[src/rtl/analizador_color_pkg.sv]
// rtl/analizador_color_pkg.sv - shared colour codes, FSM states and RGB332 field layout
package analizador_color_pkg;

  localparam logic [1:0] COLOR_NONE = 2'd0;
  localparam logic [1:0] COLOR_R    = 2'd1;
  localparam logic [1:0] COLOR_G    = 2'd2;
  localparam logic [1:0] COLOR_B    = 2'd3;

  typedef enum logic [2:0] {
    ST_IDLE,
    ST_SCAN,
    ST_FLUSH,
    ST_DECIDE,
    ST_DONE
  } state_t;

  localparam int R_MSB = 7;
  localparam int R_LSB = 5;
  localparam int G_MSB = 4;
  localparam int G_LSB = 2;
  localparam int B_MSB = 1;
  localparam int B_LSB = 0;

  // Blue has only two bits; replicating the MSB spans the same 0..7 range as R and G.
  function automatic logic [2:0] expand_b(input logic [1:0] b);
    return {b, b[1]};
  endfunction

endpackage

[src/rtl/analizador_color_if.sv]
// rtl/analizador_color_if.sv - frame-buffer read port and result bus; ANALIZADOR_ROI_EN adds ROI inputs
interface analizador_color_if #(
  parameter int AW = 17,
  parameter int CW = 17
);
  logic          start;
  logic [AW-1:0] rd_addr;
  logic [7:0]    rd_data;
  logic          busy;
  logic          done;
  logic [1:0]    color;
  logic [CW-1:0] cnt_r;
  logic [CW-1:0] cnt_g;
  logic [CW-1:0] cnt_b;
`ifdef ANALIZADOR_ROI_EN
  logic [7:0]    roi_x0;
  logic [7:0]    roi_x1;
  logic [6:0]    roi_y0;
  logic [6:0]    roi_y1;
`endif

  modport master (
    input  start, rd_data,
`ifdef ANALIZADOR_ROI_EN
    input  roi_x0, roi_x1, roi_y0, roi_y1,
`endif
    output rd_addr, busy, done, color, cnt_r, cnt_g, cnt_b
  );

  modport slave (
    output start, rd_data,
`ifdef ANALIZADOR_ROI_EN
    output roi_x0, roi_x1, roi_y0, roi_y1,
`endif
    input  rd_addr, busy, done, color, cnt_r, cnt_g, cnt_b
  );

endinterface

[src/rtl/analizador_color_clasificador_pixel.sv]
// rtl/analizador_color_clasificador_pixel.sv - combinational RGB332 dominant-channel classifier
module clasificador_pixel
  import analizador_color_pkg::*;
#(
  parameter logic [2:0] MIN_LVL = 3'd3
) (
  input  logic [7:0] i_pixel,
  output logic       o_is_r,
  output logic       o_is_g,
  output logic       o_is_b
);

  logic [2:0] w_r;
  logic [2:0] w_g;
  logic [2:0] w_b;

  assign w_r = i_pixel[R_MSB:R_LSB];
  assign w_g = i_pixel[G_MSB:G_LSB];
  assign w_b = expand_b(i_pixel[B_MSB:B_LSB]);

  // Strict comparisons: any tie for the top value leaves the pixel unclassified.
  assign o_is_r = (w_r > w_g) && (w_r > w_b) && (w_r >= MIN_LVL);
  assign o_is_g = (w_g > w_r) && (w_g > w_b) && (w_g >= MIN_LVL);
  assign o_is_b = (w_b > w_r) && (w_b > w_g) && (w_b >= MIN_LVL);

endmodule

[src/rtl/analizador_color.sv]
// rtl/analizador_color.sv - frame colour analyser; ANALIZADOR_ROI_EN restricts counting to a latched ROI
module analizador_color
  import analizador_color_pkg::*;
#(
  parameter int AW      = 17,
  parameter int NPIX    = 19200,
  parameter int WIDTH   = 160,
  parameter int MIN_LVL = 3,
  parameter int CW      = 17
) (
  input logic                i_clk,
  input logic                i_rst,
  analizador_color_if.master bus
);

  localparam logic [AW-1:0] LAST_ADDR = AW'(NPIX - 1);

  state_t        r_state;
  logic [AW-1:0] r_rd_addr;
  logic          r_busy;
  logic          r_done;
  logic          r_vld;
  logic [1:0]    r_color;
  logic [CW-1:0] r_cnt_r;
  logic [CW-1:0] r_cnt_g;
  logic [CW-1:0] r_cnt_b;

  logic w_is_r;
  logic w_is_g;
  logic w_is_b;
  logic w_in_roi;

  clasificador_pixel #(
    .MIN_LVL (3'(MIN_LVL))
  ) u_clasificador (
    .i_pixel (bus.rd_data),
    .o_is_r  (w_is_r),
    .o_is_g  (w_is_g),
    .o_is_b  (w_is_b)
  );

`ifdef ANALIZADOR_ROI_EN
  localparam logic [7:0] LAST_X = 8'(WIDTH - 1);

  logic [7:0] r_x;
  logic [6:0] r_y;
  logic [7:0] r_roi_x0;
  logic [7:0] r_roi_x1;
  logic [6:0] r_roi_y0;
  logic [6:0] r_roi_y1;

  assign w_in_roi = (r_x >= r_roi_x0) && (r_x <= r_roi_x1) &&
                    (r_y >= r_roi_y0) && (r_y <= r_roi_y1);

  // x/y follow the pixel currently being classified, not the address being issued.
  always_ff @(posedge i_clk or negedge i_rst) begin
    if (!i_rst) begin
      r_x      <= '0;
      r_y      <= '0;
      r_roi_x0 <= '0;
      r_roi_x1 <= '0;
      r_roi_y0 <= '0;
      r_roi_y1 <= '0;
    end else if (r_state == ST_IDLE && bus.start) begin
      r_x      <= '0;
      r_y      <= '0;
      r_roi_x0 <= bus.roi_x0;
      r_roi_x1 <= bus.roi_x1;
      r_roi_y0 <= bus.roi_y0;
      r_roi_y1 <= bus.roi_y1;
    end else if (r_vld) begin
      if (r_x == LAST_X) begin
        r_x <= '0;
        r_y <= r_y + 7'd1;
      end else begin
        r_x <= r_x + 8'd1;
      end
    end
  end
`else
  logic w_unused_geom;
  assign w_unused_geom = WIDTH[0];
  assign w_in_roi      = 1'b1;
`endif

  always_ff @(posedge i_clk or negedge i_rst) begin
    if (!i_rst) begin
      r_state   <= ST_IDLE;
      r_rd_addr <= '0;
      r_busy    <= 1'b0;
      r_done    <= 1'b0;
      r_vld     <= 1'b0;
      r_color   <= COLOR_NONE;
      r_cnt_r   <= '0;
      r_cnt_g   <= '0;
      r_cnt_b   <= '0;
    end else begin
      r_done <= 1'b0;
      r_vld  <= (r_state == ST_SCAN);

      if (r_vld && w_in_roi) begin
        if (w_is_r) r_cnt_r <= r_cnt_r + CW'(1);
        if (w_is_g) r_cnt_g <= r_cnt_g + CW'(1);
        if (w_is_b) r_cnt_b <= r_cnt_b + CW'(1);
      end

      case (r_state)
        ST_IDLE: begin
          if (bus.start) begin
            r_state   <= ST_SCAN;
            r_rd_addr <= '0;
            r_busy    <= 1'b1;
            r_color   <= COLOR_NONE;
            r_cnt_r   <= '0;
            r_cnt_g   <= '0;
            r_cnt_b   <= '0;
          end
        end
        ST_SCAN: begin
          if (r_rd_addr == LAST_ADDR) begin
            r_state <= ST_FLUSH;
          end else begin
            r_rd_addr <= r_rd_addr + AW'(1);
          end
        end
        ST_FLUSH: begin
          r_state <= ST_DECIDE;
        end
        ST_DECIDE: begin
          // Red wins ties against both, green wins ties against blue.
          if (r_cnt_r >= r_cnt_g && r_cnt_r >= r_cnt_b) begin
            r_color <= (r_cnt_r == '0) ? COLOR_NONE : COLOR_R;
          end else if (r_cnt_g >= r_cnt_b) begin
            r_color <= COLOR_G;
          end else begin
            r_color <= COLOR_B;
          end
          r_state <= ST_DONE;
        end
        ST_DONE: begin
          r_done  <= 1'b1;
          r_busy  <= 1'b0;
          r_state <= ST_IDLE;
        end
        default: r_state <= ST_IDLE;
      endcase
    end
  end

  assign bus.rd_addr = r_rd_addr;
  assign bus.busy    = r_busy;
  assign bus.done    = r_done;
  assign bus.color   = r_color;
  assign bus.cnt_r   = r_cnt_r;
  assign bus.cnt_g   = r_cnt_g;
  assign bus.cnt_b   = r_cnt_b;

endmodule

[src/flat_wrapper.sv]
// flat-port wrapper written by rule: the top's interface ports become plain ports
module analizador_color_flat import analizador_color_pkg::*;
#(
  parameter int AW      = 17,
  parameter int NPIX    = 19200,
  parameter int WIDTH   = 160,
  parameter int MIN_LVL = 3,
  parameter int CW      = 17
)
  (i_clk, i_rst, bus_start, bus_rd_data, bus_rd_addr, bus_busy, bus_done, bus_color, bus_cnt_r, bus_cnt_g, bus_cnt_b);
  analizador_color_if #(.AW(AW), .CW(CW)) bus_i ();
  input logic i_clk;
  input logic i_rst;
  input wire logic [$bits(bus_i.start)-1:0] bus_start;
  input wire logic [$bits(bus_i.rd_data)-1:0] bus_rd_data;
  output wire logic [$bits(bus_i.rd_addr)-1:0] bus_rd_addr;
  output wire logic [$bits(bus_i.busy)-1:0] bus_busy;
  output wire logic [$bits(bus_i.done)-1:0] bus_done;
  output wire logic [$bits(bus_i.color)-1:0] bus_color;
  output wire logic [$bits(bus_i.cnt_r)-1:0] bus_cnt_r;
  output wire logic [$bits(bus_i.cnt_g)-1:0] bus_cnt_g;
  output wire logic [$bits(bus_i.cnt_b)-1:0] bus_cnt_b;
  assign bus_i.start = bus_start;
  assign bus_i.rd_data = bus_rd_data;
  assign bus_rd_addr = bus_i.rd_addr;
  assign bus_busy = bus_i.busy;
  assign bus_done = bus_i.done;
  assign bus_color = bus_i.color;
  assign bus_cnt_r = bus_i.cnt_r;
  assign bus_cnt_g = bus_i.cnt_g;
  assign bus_cnt_b = bus_i.cnt_b;
  analizador_color #(.AW(AW), .NPIX(NPIX), .WIDTH(WIDTH), .MIN_LVL(MIN_LVL), .CW(CW)) u_core (.i_clk(i_clk), .i_rst(i_rst), .bus(bus_i));
endmodule
[config.mk]
export PLATFORM = sky130hd
export DESIGN_NAME = analizador_color_flat
export DESIGN_NICKNAME = d
export VERILOG_FILES = /design/src/rtl/analizador_color_pkg.sv /design/src/rtl/analizador_color_if.sv /design/src/rtl/analizador_color_clasificador_pixel.sv /design/src/rtl/analizador_color.sv /design/src/flat_wrapper.sv
export SDC_FILE = /design/constraint.sdc
export NUM_CORES = 1
export LEC_CHECK = 0
export ABC_AREA = 1
export ABC_CLOCK_PERIOD_IN_PS = 3050
export BUFFER_PORTS_ARGS = -buffer_cell sky130_fd_sc_hd__buf_4
export CAP_MARGIN = 20
export CORE_UTILIZATION = 50
export DETAILED_ROUTE_END_ITERATION = 12
export MAX_ROUTING_LAYER = met4
export PLACE_DENSITY = 0.71
export SYNTH_ARGS = -nofsm -noshare
export SYNTH_HDL_FRONTEND = slang
export SYNTH_SLANG_ARGS = --single-unit
[constraint.sdc]
create_clock -name i_clk -period 3.05 [get_ports i_clk]
set_input_delay 0.4575 -clock i_clk [delete_from_list [all_inputs] [get_ports i_clk]]
set_output_delay 0.4575 -clock i_clk [all_outputs]
set_load 0.1 [all_outputs]
== Yosys cells after proc, flatten, opt, wreduce, memory -nomap -nowiden ==
Index checks and enable logic that the tools add are counted.

* $add $sub $neg: 4
* Order comparisons: 12
* Eq/ne operators: 8
* Mux-type cells: 26
* Reduce and logical (&&, ||, !) cells: 16

{| class="wikitable"
|+ Operators with widths
! kind !! count
|-
| two-way mux 17 bit || 14
|-
| adder 17 x 1 -> 17 bit, second input constant || 4
|-
| >= comparator 17 bit || 3
|-
| case mux 17 bit (2 select lines) || 1
|-
| > comparator 3 bit || 6
|-
| == test 17 x 15 -> 1 bit, second input constant || 1
|-
| zero test 17 bit || 1
|-
| case mux 3 bit (4 select lines) || 1
|-
| >= comparator 3 x 2 -> 1 bit, second input constant || 3
|-
| logical AND 1 bit || 7
|-
| == test 3 x 2 -> 1 bit, second input constant || 2
|-
| two-way mux 3 bit || 2
|-
| != test 2 bit, second input constant || 3
|-
| AND reduction 2 bit || 3
|-
| nonzero test 2 bit || 3
|-
| two-way mux 1 bit || 4
|-
| two-way mux 2 bit || 2
|-
| case mux 2 bit (2 select lines) || 1
|-
| == test 3 x 1 -> 1 bit, second input constant || 1
|-
| == test 3 bit, second input constant || 1
|-
| zero test 3 bit || 1
|-
| AND reduction 3 bit || 1
|-
| case mux 1 bit (2 select lines) || 1
|}

* Register bits: 76
* Bits of input ports: 11
* Output and inout port bits: 72
* Word-level logic and storage cells: 75

== Depth between registers and ports, before layout ==
Gate-level depths: netlist of the first run.

* Word-level depth: 7
* Gate-level depth with buffers: 14

== Modules after synthesis ==
A second synthesis of the first run with hierarchy kept.

* Cells, all modules: 753
* Area, all modules: 5637.9 sq um

{| class="wikitable"
|+ Modules (own cells, without submodules)
! module !! instances !! cells each !! area each (sq um) !! sequential area each (sq um)
|-
| analizador_color || 1 || 708 || 5368.9 || 1901.8
|-
| clasificador_pixel || 1 || 45 || 269.0 || 0.0
|}

== Worst setup path after synthesis of the first run ==
No wires, ideal clock.

* Kind: register -> register
* Start point: reg u_core.r_rd_addr[0], in the netlist u_core.bus.rd_addr[0]
* End point: reg u_core.r_rd_addr[11], in the netlist u_core.bus.rd_addr[11]
* Library setup time: 0.124 ns
* Data arrival time: 2.284 ns
* Data required time: 2.926 ns
* Path slack: 0.641 ns
* Cell stages (with the launch flop): 10
* Buffers on the path: 1
* Clock period less this slack: 2.409 ns
* Cell sequence: dfrtp_1 -> ha_1 -> nand3_2 -> nor3_4 -> nand4_2 -> nand2_4 -> nand2_4 -> buf_6 -> nand2_2 -> o21ai_2

* Cells in the longest elaborated chain, start to end: 3
* Elaborated cells on any way between the ends: 6
* Those cells by class: add/sub: 1; eq/ne: 2; mux: 2; reduce/logical: 1

{| class="wikitable"
|+ RTL lines
! element !! line !! source
|-
| from (decl) || analizador_color.sv:19 || <nowiki>logic [AW-1:0] r_rd_addr;</nowiki>
|-
| from (signal assigned) || analizador_color.sv:123 || <nowiki>r_rd_addr <= r_rd_addr + AW'(1);</nowiki>
|-
| adder 17 x 1 -> 17 bit or == test 17 x 15 -> 1 bit (tied branches) || analizador_color.sv:123, analizador_color.sv:120 ||
|-
| two-way mux 17 bit or != test 2 bit (tied branches) || - ||
|-
| case mux 17 bit (2 select lines) or AND reduction 3 bit (tied branches) || - ||
|}

Parallel ways exist; a longest one is shown, timed or not. The select of a mux whose other input is x is not followed.
A chain may end at the register's enable or synchronous reset.

== Final worst setup path of the first run ==
* Start point: in bus_rd_data[7]
* End point: reg u_core.r_cnt_r[6], in the netlist u_core.bus.cnt_r[6]

* Cells in the longest elaborated chain, start to end: 7
* Elaborated cells on any way between the ends: 9
* Those cells by class: order compare: 3; mux: 4; reduce/logical: 2

{| class="wikitable"
|+ RTL lines
! element !! line !! source
|-
| from (decl) || flat_wrapper.sv:15 || <nowiki>input wire logic [$bits(bus_i.rd_data)-1:0] bus_rd_data;</nowiki>
|-
| > comparator 3 bit || analizador_color_clasificador_pixel.sv:22 || <nowiki>assign o_is_r = (w_r > w_g) && (w_r > w_b) && (w_r >= MIN_LVL);</nowiki>
|-
| logical AND 1 bit || analizador_color_clasificador_pixel.sv:22 ||
|-
| logical AND 1 bit (*) || analizador_color_clasificador_pixel.sv:22 ||
|-
| two-way mux 17 bit (*) || analizador_color.sv:102 || <nowiki>if (w_is_r) r_cnt_r <= r_cnt_r + CW'(1);</nowiki>
|-
| two-way mux 17 bit (*) || analizador_color.sv:101 || <nowiki>if (r_vld && w_in_roi) begin</nowiki>
|-
| two-way mux 17 bit || analizador_color.sv:109 || <nowiki>if (bus.start) begin</nowiki>
|-
| two-way mux 17 bit (*) || analizador_color.sv:107 || <nowiki>case (r_state)</nowiki>
|-
| to (signal assigned) || analizador_color.sv:102 ||
|-
| to (decl) || analizador_color.sv:24 || <nowiki>logic [CW-1:0] r_cnt_r;</nowiki>
|}

Mark *: on every way between the ends. The rest lies on a longest branch, timed or not.

==> load_flow_metrics.sql, run 1 <==
INSERT INTO impl_metrics (metric_group, metric, value, unit) VALUES
('cts', 'cts.reportedPaths.clkPinSlew', '60', 'ps'),
('cts', 'clock_latency', '360', 'ps'),
('synth', 'mappedNetlistArea', '5840', 'um2'),
('sta', 'report.final.slew_viol_count', '0', ''),
('run_status', 'status', 'complete, no violations', ''),
('synth', 'synth_top_family_by_area', 'simple AND/OR/NAND/NOR gates', ''),
('sta', 'layout_min_cycle_time', '2060', 'ps'),
('global_route', 'vias_in_the_first_global_route', '5415', ''),
('synth', 'synth-main-ff-cell', 'sky130_fd_sc_hd__dfrtp_1', ''),
('power_and_ir_drop', 'pwr-share-seq', '27.7', '%'),
('floorplanning', 'total_i_o_pin_count', '83', ''),
('floorplanning', 'placementRows', '39', ''),
('finish', 'multiInputGateArea', '3440', 'um2'),
('setup_path', 'reg_to_reg_endpoint', 'u_core.bus.rd_addr[3]', ''),
('sta', 'final_period_utilization', '67.6', '%'),
('synth', 'synth_top_cell_area_share', '32.6', '%'),
('power_and_ir_drop', 'power.share.switching', '51.7', '%'),
('setup_path', 'timing.setup.critical_path_class', 'input port to flop', ''),
('global_route', 'grt_antenna_before_repair', '0', ''),
('route', 'avgRoutedWirePerCell', '15.5', 'um'),
('synth', 'ys_warn_count', '0', ''),
('global_route', 'globalRouteTotalUtil', '29.0', '%'),
('route', 'detail_route.vias_per_cell', '5.51', ''),
('synth', 'synth.net_count', '885', ''),
('sta', 'setup_tns_final', '0', 'ps'),
('setup_path', 'critPathCaptureType', 'flop', ''),
('power_and_ir_drop', 'total_switching_power', '0.00259', 'W'),
('cts', 'hold_bufs_inserted_after_cts', '0', ''),
('route', 'wirelength', '16200', 'um'),
('power_and_ir_drop', 'total_power_per_unit_cell_area', '726', 'nW/um2'),
('synth', 'synth_adder_area_share', '13.9', '%'),
('floorplanning', 'fp.dieArea', '12100', 'um2'),
('sta', 'setup_repair_after_global_routing_missed_its_margin', 'false', ''),
('setup_path', 'regToRegStartpoint', 'u_core.bus.rd_addr[0]', ''),
('synth', 'synth_edf_count', '0', ''),
('setup_path', 'timing.reg2reg.worst_path_depth', '8', ''),
('finish', 'antenna_cells', '0', ''),
('setup_path', 'cp-start-kind', 'input port', ''),
('route', 'detail-route-antenna-nets', '0', ''),
('cts', 'cts_tree', 'done', ''),
('route', 'detail_route.iter0.violations', '366', ''),
('sta', 'slew-limit-headroom', '68.1', '%'),
('finish', 'nets', '971', ''),
('global_route', 'maximum_number_of_pins_on_one_net_before_global_route_repair', '77', ''),
('synth', 'most_repeated_cell_in_the_gate_level_netlist_after_synthesis', 'sky130_fd_sc_hd__nand2_1', ''),
('finish', 'register_area', '1900', 'um2'),
('power_and_ir_drop', 'cellLeakagePower', '3.52', 'nW'),
('floorplanning', 'fp.dieH', '110', 'um'),
('synth', 'synth_area_in_xor_xnor', '2.25', '%'),
('power_and_ir_drop', 'clock_power_share', '22.4', '%'),
('setup_path', 'crit_required', '3300', 'ps'),
('sta', 'finalSetupViolations', '0', ''),
('synth', 'synth_compound_gate_area_share', '10.2', '%'),
('route', 'num_vias', '5749', ''),
('cts', 'root_buffer', 'sky130_fd_sc_hd__clkbuf_16', ''),
('power_and_ir_drop', 'power.internal', '0.00242', 'W'),
('sta', 'clock.fmax', '0.485', 'GHz'),
('setup_path', 'cp.arrival', '2310', 'ps'),
('synth', 'synth-seq-cells', '76', ''),
('hold_path', 'hold_class', 'input port to asynchronous set/reset pin', ''),
('finish', 'final_util', '60.5', '%'),
('synth', 'synth.yosys.seq_area_share', '32.6', '%'),
('cts', 'clock_tree.htree_level_count', '3', ''),
('synth', 'synth.top_cells.by_area', 'sky130_fd_sc_hd__dfrtp_1 33%, sky130_fd_sc_hd__ha_1 14%, sky130_fd_sc_hd__nand2_1 12%, sky130_fd_sc_hd__inv_1 7.0%, sky130_fd_sc_hd__nor2_1 6.6%', ''),
('cts', 'clockBufferDepth', '2', ''),
('synth', 'asyncSetResetFlopFracSynth', '100', '%'),
('cts', 'cts-buffers-inserted', '9', ''),
('synth', 'yosysTopAreaCell', 'sky130_fd_sc_hd__dfrtp_1', ''),
('setup_path', 'r2r_slack', '1030', 'ps'),
('flow_run', 'max_cap_viol_count', '0', ''),
('synth', 'synth.cells.most_frequent', '190 x sky130_fd_sc_hd__nand2_1, 109 x sky130_fd_sc_hd__inv_1, 103 x sky130_fd_sc_hd__nor2_1', '');
-- layout by cell type (no fill, tap or decap), drive strengths merged --
cell	instances
nand2	200
a31oi	2
xnor2	2
nor4	5
nor2	110
and2	2
xor2	13
nor3b	1
o22ai	6
a21o	3
clkinvlp	3
nand3b	4
nand4	21
nand3	50
a211oi	1
bufinv	1
clkbuf	10
inv	118
clkinv	1
a21oi	46
ha	65
o21ai	43
nor3	32
buf	84
dfrtp	76
o31ai	1
-- how the worst max path moves through the flow --
stage	startpoint	slack, ps	endpoint	cells after the start
finish	bus_rd_data[7]	990	u_core.bus.cnt_r[6]	13
detailed placement	bus_rd_data[7]	700	u_core.bus.cnt_r[6]	13
CTS	u_core.bus.rd_addr[0]	1040	u_core.bus.rd_addr[3]	8
global route	bus_rd_data[7]	850	u_core.bus.cnt_r[5]	12
global placement	bus_rd_data[7]	770	u_core.bus.cnt_r[6]	13
floorplan	u_core.bus.rd_addr[0]	640	u_core.bus.rd_addr[11]	9
-- critical path, stage by stage --
cell and delay, ps:
sky130_fd_sc_hd__buf_4 110, sky130_fd_sc_hd__inv_1 100, sky130_fd_sc_hd__ha_1 270, sky130_fd_sc_hd__nand2_1 80, sky130_fd_sc_hd__nand2_1 50, sky130_fd_sc_hd__nor2_1 310
sky130_fd_sc_hd__nand3_1 250, sky130_fd_sc_hd__nor2_4 250, sky130_fd_sc_hd__nand2_1 110, sky130_fd_sc_hd__nor3_2 150, sky130_fd_sc_hd__nand2_1 70, sky130_fd_sc_hd__nand2_1 60
sky130_fd_sc_hd__nor2_1 40
-- cell families after synthesis --
| logic type | count (synthesis) |
|---|---|
| AND/OR/NAND/NOR | 425 |
| buffers and inverters | 126 |
| AO/OA/AOI/OAI | 102 |
| flip-flops | 76 |
| adder cells (fa/ha/maj) | 65 |
| XOR/XNOR | 15 |
-- metal layers --
metal  vias up  track usage, %  share of wire, %
met5         -               -                 0
met2       164            47.4                48
met1      2724            35.8                44
met3        33            5.23               5.6
met4         0            10.9               2.4
li1       2828               -                 -
-- cell type report --
type	count	area share, %
sequential	76	27.5
tap	143	2.59
inverter	117	6.36
clock buffer	10	3.32
multi-input combinational	607	49.8
timing repair buffer	84	9.31
clock inverter	6	1.05
-- power groups by stage --
stage          Combinational, W  Sequential, W  Clock [W]
2_1_floorplan           0.00111        0.00218          0
6_report                0.00250        0.00139    0.00112
4_1_cts                 0.00250        0.00138    0.00113
3_3_place_gp            0.00244        0.00139          0
5_1_grt                 0.00271        0.00140    0.00117
3_5_place_dp            0.00249        0.00140          0
-- stage by stage --
stage          area (um2)  total power [W]  hold slack, ps  cells  setup slack, ps
2_1_floorplan        5840          0.00328             162    809              641
6_report             6910          0.00501            55.8   1043              988
5_1_grt              6910          0.00529            91.5   1043              854
3_5_place_dp         6590          0.00388             509   1026              699
3_3_place_gp         6590          0.00383             498   1026              770
4_1_cts              6890          0.00501             291   1042             1040
-- sequential cells by signal (all words and copies together), names as in the netlist --
name                cells
u_core.r_state          3
u_core.bus.cnt_b       17
u_core.r_vld            1
u_core.bus.busy         1
u_core.bus.color        2
u_core.bus.rd_addr     17
u_core.bus.done         1
u_core.bus.cnt_r       17
u_core.bus.cnt_g       17
Note: power is estimated with default switching activity, not from simulation.
==> run 2: changes to the inputs <==
--- a/config.mk
+++ b/config.mk
@@ -5,14 +5,14 @@
 export SDC_FILE = /design/constraint.sdc
 export NUM_CORES = 1
 export LEC_CHECK = 0
-export ABC_AREA = 1
-export ABC_CLOCK_PERIOD_IN_PS = 3050
+export ABC_AREA = 0
+export ABC_CLOCK_PERIOD_IN_PS = 1800
 export BUFFER_PORTS_ARGS = -buffer_cell sky130_fd_sc_hd__buf_4
 export CAP_MARGIN = 20
 export CORE_UTILIZATION = 50
 export DETAILED_ROUTE_END_ITERATION = 12
 export MAX_ROUTING_LAYER = met4
-export PLACE_DENSITY = 0.71
+export PLACE_DENSITY = 0.75
 export SYNTH_ARGS = -nofsm -noshare
 export SYNTH_HDL_FRONTEND = slang
 export SYNTH_SLANG_ARGS = --single-unit
==> constraint.sdc (replaced) <==
create_clock -name i_clk -period 1.8 [get_ports i_clk]
set_input_delay 0.27 -clock i_clk [delete_from_list [all_inputs] [get_ports i_clk]]
set_output_delay 0.27 -clock i_clk [all_outputs]
set_load 0.1 [all_outputs]
==> load_flow_metrics.sql, run 2 <==
INSERT INTO impl_metrics (metric_group, metric, value, unit) VALUES
('run_status', 'status', 'finished, violations left', ''),
('run_status', 'violations', 'setup timing', ''),
('floorplanning', 'core-area', '9860', 'um2'),
('synth', 'synth.net_count', '640', ''),
('synth', 'synth_compound_gate_area_share', '9.31', '%'),
('finish', 'antenna_cells', '0', ''),
('synth', 'muxShareOfSynthArea', '0.606', '%'),
('floorplanning', 'floorplan.initialDensity', '52.3', '%'),
('setup_path', 'cp_most_frequent_cell', 'sky130_fd_sc_hd__a31oi_1', ''),
('synth', 'synth.cells.most_frequent', '76 x sky130_fd_sc_hd__dfrtp_1, 75 x sky130_fd_sc_hd__nor2_1, 65 x sky130_fd_sc_hd__ha_1', ''),
('placement', 'post-dp-hpwl', '11000', 'um'),
('synth', 'synth_adder_area_share', '15.8', '%'),
('synth', 'synthDistinctLibCells', '55', ''),
('floorplanning', 'placementRows', '36', ''),
('route', 'num_vias', '5124', ''),
('hold_path', 'hold_class', 'input port to flop', ''),
('cts', 'clock_latency', '360', 'ps'),
('sta', 'report.final.slew_viol_count', '0', ''),
('cts', 'clockBufferDepth', '2', ''),
('synth', 'synth_top_family_by_area', 'simple AND/OR/NAND/NOR gates', ''),
('placement', 'dpl-instance-area', '7270', 'um2'),
('floorplanning', 'die_width', '104', 'um'),
('sta', 'clock_skew', '12.0', 'ps'),
('finish', 'num-fill-cells', '601', ''),
('placement', 'dp_slack', '-494', 'ps'),
('cts', 'cts-buffers-inserted', '9', ''),
('sta', 'clock.fmax', '0.447', 'GHz'),
('route', 'wirelength', '15800', 'um'),
('synth', 'synth.yosys.seq_area_share', '36.9', '%'),
('global_route', 'globalRouteTotalUtil', '29.4', '%'),
('finish', 'most_common_cell_after_layout_fill_and_taps_aside', 'sky130_fd_sc_hd__buf_4', ''),
('route', 'drcViolationCount', '0', ''),
('route', 'avgRoutedWirePerCell', '17.4', 'um'),
('sta', 'layout_min_cycle_time', '2240', 'ps'),
('synth', 'mappedNetlistArea', '5160', 'um2'),
('finish', 'multiInputGateArea', '3610', 'um2'),
('synth', 'synth-seq-cells', '76', ''),
('setup_path', 'critPathMaxFanout', '5', ''),
('setup_path', 'critical_path.top_delay_family', 'compound AO/OA/AOI/OAI gates', ''),
('finish', 'fraction_of_layout_cells_with_a_size_suffix_above_1', '51.4', '%'),
('sta', 'tightestPinTransition', '577', 'ps'),
('route', 'drt_pass1_iterations', '4', ''),
('finish', 'stdcell_area', '7960', 'um2'),
('synth', 'asyncSetResetFlopFracSynth', '100', '%'),
('sta', 'setup_tns_final', '-1870', 'ps'),
('sta', 'whs', '165', 'ps'),
('sta', 'final_period_utilization', '124', '%'),
('setup_path', 'worst_path_max_delay_cell', 'sky130_fd_sc_hd__dfrtp_4', ''),
('placement', 'gp_congestion', '0.873', ''),
('global_route', 'grt_overflow', '0', ''),
('setup_path', 'path_cells', 'inv_4, buf_4, ha_1, and4_1, a31oi_1, o21ai_1, a21oi_1, o311a_1, a31oi_1, mux2i_1', ''),
('power_and_ir_drop', 'vdd.ir_drop.worst', '1.43', 'mV'),
('synth', 'postSynthAreaPerCell', '9.15', 'um2'),
('setup_path', 'timing.critical_path.buf_inv', '2', ''),
('sta', 'finalHoldViolCount', '0', ''),
('synth', 'synth.top_cells.by_area', 'sky130_fd_sc_hd__dfrtp_1 37%, sky130_fd_sc_hd__ha_1 16%, sky130_fd_sc_hd__xnor2_1 6.3%, sky130_fd_sc_hd__nor2_1 5.5%, sky130_fd_sc_hd__inv_1 3.6%', ''),
('finish', 'area_growth', '54.3', '%'),
('floorplanning', 'fp.dieArea', '10700', 'um2'),
('synth', 'synth_area_in_xor_xnor', '9.34', '%'),
('finish', 'register_area', '2090', 'um2'),
('sta', 'slew-limit-headroom', '61.5', '%'),
('sta', 'postLayoutSetupSlackWorst', '-435', 'ps'),
('setup_path', 'critPathCaptureType', 'flop', ''),
('power_and_ir_drop', 'cellLeakagePower', '3.72', 'nW'),
('synth', 'yosysTopAreaCell', 'sky130_fd_sc_hd__dfrtp_1', ''),
('finish', 'mostFrequentLayoutCells', '186 x sky130_fd_sc_hd__buf_4, 66 x sky130_fd_sc_hd__nor2_1, 52 x sky130_fd_sc_hd__ha_1', ''),
('synth', 'ys_warn_count', '0', ''),
('setup_path', 'cp.arrival', '2530', 'ps'),
('synth', 'synth_edf_count', '0', ''),
('synth', 'synth-main-ff-cell', 'sky130_fd_sc_hd__dfrtp_1', ''),
('floorplanning', 'total_i_o_pin_count', '83', ''),
('placement', 'port-buffer-count', '82', ''),
('finish', 'nets', '848', ''),
('route', 'detail_route.vias_per_cell', '5.63', ''),
('sta', 'setup_repair_after_global_routing_missed_its_margin', 'true', ''),
('flow_run', 'max_cap_viol_count', '0', ''),
('sta', 'finalSetupViolations', '25', ''),
('global_route', 'vias_in_the_first_global_route', '5116', ''),
('setup_path', 'slowest_delay', '500', 'ps'),
('cts', 'cts_tree', 'done', ''),
('floorplanning', 'fp.dieH', '104', 'um'),
('cts', 'root_buffer', 'sky130_fd_sc_hd__clkbuf_8', ''),
('cts', 'clock_tree.htree_level_count', '3', ''),
('global_route', 'grt_antenna_before_repair', '0', ''),
('cts', 'cts_num_sinks', '76', ''),
('synth', 'synthesized_area_fraction_occupied_by_and_or_nand_nor_cells', '23.4', '%'),
('global_route', 'maximum_number_of_pins_on_one_net_before_global_route_repair', '50', ''),
('setup_path', 'timing.setup.critical_path_class', 'flop to flop', ''),
('setup_path', 'cp-start-kind', 'flop', ''),
('power_and_ir_drop', 'total_power_per_unit_cell_area', '775', 'nW/um2'),
('route', 'detail-route-antenna-nets', '0', ''),
('route', 'detail_route.iter0.violations', '263', ''),
('setup_path', 'crit_required', '2090', 'ps'),
('synth', 'post_synth_inst_count', '564', ''),
('synth', 'most_repeated_cell_in_the_gate_level_netlist_after_synthesis', 'sky130_fd_sc_hd__dfrtp_1', ''),
('cts', 'cts.reportedPaths.clkPinSlew', '90', 'ps'),
('global_route', 'grt_first_pass_wirelength', '24600', 'um'),
('synth', 'synth_top_cell_area_share', '36.9', '%');
[run 2: cell types whose count changed after synthesis, moves of 10 or more]
| cell | previous run | this run |
|---|---|---|
| sky130_fd_sc_hd__and3_1 | 0 | 10 |
| sky130_fd_sc_hd__a21oi_1 | 46 | 31 |
| sky130_fd_sc_hd__inv_1 | 109 | 49 |
| sky130_fd_sc_hd__nand3_1 | 49 | 22 |
| sky130_fd_sc_hd__nor2_1 | 103 | 75 |
| sky130_fd_sc_hd__xnor2_1 | 2 | 37 |
| sky130_fd_sc_hd__nand4_1 | 20 | 9 |
| sky130_fd_sc_hd__nor3_1 | 26 | 14 |
| sky130_fd_sc_hd__nand2_1 | 190 | 33 |
[run 2: report_power, final]
group | switching [W] | total, W | internal (W)
combinational | 0.00188 | 0.00286 | 0.000980
clock | 0.000712 | 0.00122 | 0.000507
sequential | 0.000186 | 0.00209 | 0.00190
[run 2: cell families after synthesis]
family | after synthesis
fa+ha+maj | 65
buf+inv | 63
mux | 3
flops | 76
compound gates | 81
xor+xnor | 55
simple gates | 221
[run 2: layout make-up]
type / instances / area share (%)
Multi-Input combinational cell: 425 / 45.4
Sequential cell: 76 / 26.3
Timing Repair Buffer: 211 / 21.3
Inverter: 49 / 2.83
Tap cell: 133 / 2.09
Clock buffer: 11 / 1.65
Clock inverter: 5 / 0.472
[run 2: worst paths after layout]
check,start,endpoint,slack [ps],depth (start not counted)
worst max-delay path,u_core.bus.cnt_b[3],u_core.bus.color[0],-440,10
worst min-delay path,bus_start,u_core.r_state[0],160,3
min in group asynchronous,i_rst,u_core.bus.cnt_g[0],400,2
worst min register to register,u_core.bus.color[1],u_core.bus.color[1],560,2
worst max register to register,u_core.bus.cnt_b[3],u_core.bus.color[0],-440,10
max in group asynchronous,i_rst,u_core.bus.cnt_r[12],850,3
[run 2: layer usage]
layer  track usage (%)  vias to the layer above  wire [um]
met4              9.63                        0        501
li1                  -                     2378          -
met2              51.3                      174       8110
met1              35.0                     2526       6500
met5                 -                        -          0
met3              3.84                       46        729
[run 2: metrics by stage]
step | power, W | utilization (%) | instances
floorplan | 0.00393 | - | 564
global placement | 0.00471 | 73.7 | 878
detailed placement | 0.00479 | 73.7 | 878
CTS | 0.00605 | 77.9 | 902
global route | 0.00646 | 80.7 | 910
finish | 0.00617 | 80.7 | 910
[run 2: timing repair]
item	4_1_cts	5_1_grt
cloned	1	0
pin swaps	19	44
setup buffers	7	10
gates resized for setup	42	48
hold buffers	1	0
setup endpoints to repair	32	46
hold endpoints to repair	30	0
[run 2: worst reg2reg max path, cell delays in order, from the launching register on]
cell,delay [ps]
sky130_fd_sc_hd__dfrtp_4,500
sky130_fd_sc_hd__inv_4,80
sky130_fd_sc_hd__buf_4,160
sky130_fd_sc_hd__ha_1,250
sky130_fd_sc_hd__and4_1,190
sky130_fd_sc_hd__a31oi_1,230
sky130_fd_sc_hd__o21ai_1,100
sky130_fd_sc_hd__a21oi_1,260
sky130_fd_sc_hd__o311a_1,210
sky130_fd_sc_hd__a31oi_1,50
sky130_fd_sc_hd__mux2i_1,140
==> run 3: changes to the inputs <==
--- a/config.mk
+++ b/config.mk
@@ -6,13 +6,14 @@
 export NUM_CORES = 1
 export LEC_CHECK = 0
 export ABC_AREA = 0
-export ABC_CLOCK_PERIOD_IN_PS = 1800
+export ABC_CLOCK_PERIOD_IN_PS = 2800
 export BUFFER_PORTS_ARGS = -buffer_cell sky130_fd_sc_hd__buf_4
 export CAP_MARGIN = 20
 export CORE_UTILIZATION = 50
 export DETAILED_ROUTE_END_ITERATION = 12
 export MAX_ROUTING_LAYER = met4
-export PLACE_DENSITY = 0.75
+export PLACE_DENSITY = 0.72
+export RECOVER_POWER = 25
 export SYNTH_ARGS = -nofsm -noshare
 export SYNTH_HDL_FRONTEND = slang
 export SYNTH_SLANG_ARGS = --single-unit
==> constraint.sdc (replaced) <==
create_clock -name i_clk -period 2.8 [get_ports i_clk]
set_input_delay 0.42 -clock i_clk [delete_from_list [all_inputs] [get_ports i_clk]]
set_output_delay 0.42 -clock i_clk [all_outputs]
set_load 0.1 [all_outputs]
==> load_flow_metrics.sql, run 3 (synthesized netlist as in run 2, its figures left out) <==
INSERT INTO impl_metrics (metric_group, metric, value, unit) VALUES
('run_status', 'status', 'complete, no violations', ''),
('sta', 'layout_min_cycle_time', '2350', 'ps'),
('placement', 'post-dp-hpwl', '9520', 'um'),
('sta', 'finalSetupViolations', '0', ''),
('route', 'detail_route.vias_per_cell', '5.60', ''),
('power_and_ir_drop', 'vdd.ir_drop.worst', '0.686', 'mV'),
('sta', 'setup_tns_final', '0', 'ps'),
('global_route', 'grt_antenna_before_repair', '0', ''),
('sta', 'slew-limit-headroom', '5.69', '%'),
('cts', 'clock_tree.htree_level_count', '3', ''),
('setup_path', 'cp-start-kind', 'flop', ''),
('finish', 'fraction_of_layout_cells_with_a_size_suffix_above_1', '19.2', '%'),
('route', 'wirelength', '12300', 'um'),
('sta', 'finalHoldViolCount', '0', ''),
('cts', 'cts_num_sinks', '76', ''),
('cts', 'post_cts_resize_count', '0', ''),
('global_route', 'globalRouteTotalUtil', '24.5', '%'),
('route', 'num_vias', '4445', ''),
('cts', 'cts_tree', 'done', ''),
('global_route', 'grt_first_pass_wirelength', '20500', 'um'),
('hold_path', 'hold_class', 'input port to flop', ''),
('finish', 'antenna_cells', '0', ''),
('cts', 'clock_latency', '350', 'ps'),
('cts', 'cts-buffers-inserted', '9', ''),
('finish', 'area_growth', '19.2', '%'),
('sta', 'clock_skew', '9.03', 'ps'),
('cts', 'cts.reportedPaths.clkPinSlew', '90', 'ps'),
('finish', 'multiInputGateArea', '3010', 'um2'),
('route', 'detail_route.iter0.violations', '173', ''),
('setup_path', 'timing.setup.critical_path_class', 'flop to flop', ''),
('global_route', 'grtUsageMet2', '41.6', '%'),
('global_route', 'vias_in_the_first_global_route', '4289', ''),
('global_route', 'gr-usage-met3', '5.73', '%'),
('sta', 'tightestPinTransition', '1410', 'ps'),
('route', 'drcViolationCount', '0', ''),
('sta', 'final_period_utilization', '83.8', '%'),
('floorplanning', 'placementRows', '36', ''),
('sta', 'setup_repair_after_global_routing_missed_its_margin', 'false', ''),
('placement', 'port-buffer-count', '82', ''),
('floorplanning', 'fp.dieH', '104', 'um'),
('cts', 'hold_bufs_inserted_after_cts', '0', ''),
('route', 'avgRoutedWirePerCell', '15.5', 'um'),
('finish', 'mostFrequentLayoutCells', '93 x sky130_fd_sc_hd__buf_4, 75 x sky130_fd_sc_hd__nor2_1, 74 x sky130_fd_sc_hd__dfrtp_1', ''),
('power_and_ir_drop', 'cellLeakagePower', '2.96', 'nW'),
('global_route', 'met1_layer_usage_reported_by_global_route', '29.6', '%'),
('route', 'drt_pass1_iterations', '5', ''),
('floorplanning', 'floorplan.initialDensity', '52.3', '%'),
('floorplanning', 'die_width', '104', 'um'),
('setup_path', 'crit_required', '3030', 'ps'),
('route', 'detail-route-antenna-nets', '0', ''),
('cts', 'root_buffer', 'sky130_fd_sc_hd__clkbuf_8', ''),
('sta', 'whs', '339', 'ps'),
('placement', 'gp_congestion', '0.890', ''),
('global_route', 'top_usage_layer', 'met2', ''),
('global_route', 'grt_overflow', '0', ''),
('cts', 'postCtsSetupRepairBufs', '0', ''),
('global_route', 'maximum_number_of_pins_on_one_net_before_global_route_repair', '63', ''),
('finish', 'nets', '732', ''),
('flow_run', 'max_cap_viol_count', '0', ''),
('finish', 'most_common_cell_after_layout_fill_and_taps_aside', 'sky130_fd_sc_hd__buf_4', ''),
('floorplanning', 'fp.dieArea', '10700', 'um2'),
('setup_path', 'critPathCaptureType', 'flop', ''),
('power_and_ir_drop', 'total_power_per_unit_cell_area', '578', 'nW/um2'),
('setup_path', 'critPathMaxFanout', '5', ''),
('sta', 'report.final.slew_viol_count', '0', ''),
('floorplanning', 'total_i_o_pin_count', '83', ''),
('sta', 'clock.fmax', '0.426', 'GHz'),
('cts', 'clockBufferDepth', '2', ''),
('setup_path', 'cp.arrival', '2580', 'ps'),
('finish', 'register_area', '1900', 'um2'),
('finish', 'num-fill-cells', '847', ''),
('floorplanning', 'core-area', '9860', 'um2');
-- run 3: changes by cell type in the layout (fill, tap and decap cells not counted), moves of 10 or more --
cell	before	now
sky130_fd_sc_hd__dfrtp_1	9	74
sky130_fd_sc_hd__buf_4	186	93
sky130_fd_sc_hd__nor3_1	4	14
sky130_fd_sc_hd__buf_6	22	0
sky130_fd_sc_hd__dfrtp_4	42	0
sky130_fd_sc_hd__dfrtp_2	25	2
sky130_fd_sc_hd__inv_1	35	49
sky130_fd_sc_hd__ha_1	52	65
sky130_fd_sc_hd__ha_4	10	0
-- run 3: per-stage QoR --
stage / total power [W] / instances / utilization [%] / instance area [um2] / worst slack (ps)
2_1_floorplan: 0.00244 / 564 / - / 5160 / 87.6
3_3_place_gp: 0.00278 / 778 / 60.6 / 5980 / 344
3_5_place_dp: 0.00282 / 778 / 60.6 / 5980 / 259
4_1_cts: 0.00359 / 794 / 62.4 / 6150 / 469
5_1_grt: 0.00374 / 794 / 62.3 / 6150 / 325
6_report: 0.00355 / 794 / 62.3 / 6150 / 454
-- run 3: path summary, 6_finish.rpt --
path	slack (ps)	from	depth (start not counted)	endpoint
worst max register to register	450	u_core.bus.cnt_b[10]	9	u_core.bus.color[0]
worst min register to register	550	u_core.bus.color[1]	2	u_core.bus.color[1]
worst max-delay path	450	u_core.bus.cnt_b[10]	9	u_core.bus.color[0]
worst min-delay path	340	bus_start	3	u_core.r_state[0]
max in group asynchronous	1240	i_rst	2	u_core.bus.rd_addr[11]
min in group asynchronous	380	i_rst	1	u_core.bus.cnt_g[3]
-- run 3: layout make-up --
cell class	count	share of cell area, %
Sequential cell	76	31.0
Clock inverter	6	0.773
Inverter	49	2.99
Tap cell	133	2.71
Timing Repair Buffer	95	11.5
Clock buffer	10	2.08
Multi-Input combinational cell	425	49.0
-- run 3: routing by layer --
layer  vias up  wire length [um]
met2       148              6030
met4         0               197
li1       2146                 -
met5         -                 0
met1      2125              5350
met3        26               703
-- run 3: critical path, stage by stage, from the launching register on --
cell and delay [ps]:
sky130_fd_sc_hd__dfrtp_2 420, sky130_fd_sc_hd__inv_1 170, sky130_fd_sc_hd__ha_1 270, sky130_fd_sc_hd__a21oi_1 140, sky130_fd_sc_hd__o21ai_0 130, sky130_fd_sc_hd__a2111oi_0 420, sky130_fd_sc_hd__o41ai_1 160, sky130_fd_sc_hd__a311oi_1 280
sky130_fd_sc_hd__a21oi_1 100, sky130_fd_sc_hd__mux2i_1 130
-- run 3: power by group --
group	switching [W]	total, W	internal (W)
logic	0.00103	0.00144	0.000405
clock network	0.000441	0.000769	0.000328
registers	0.000151	0.00135	0.00120
total	0.00163	0.00355	0.00193
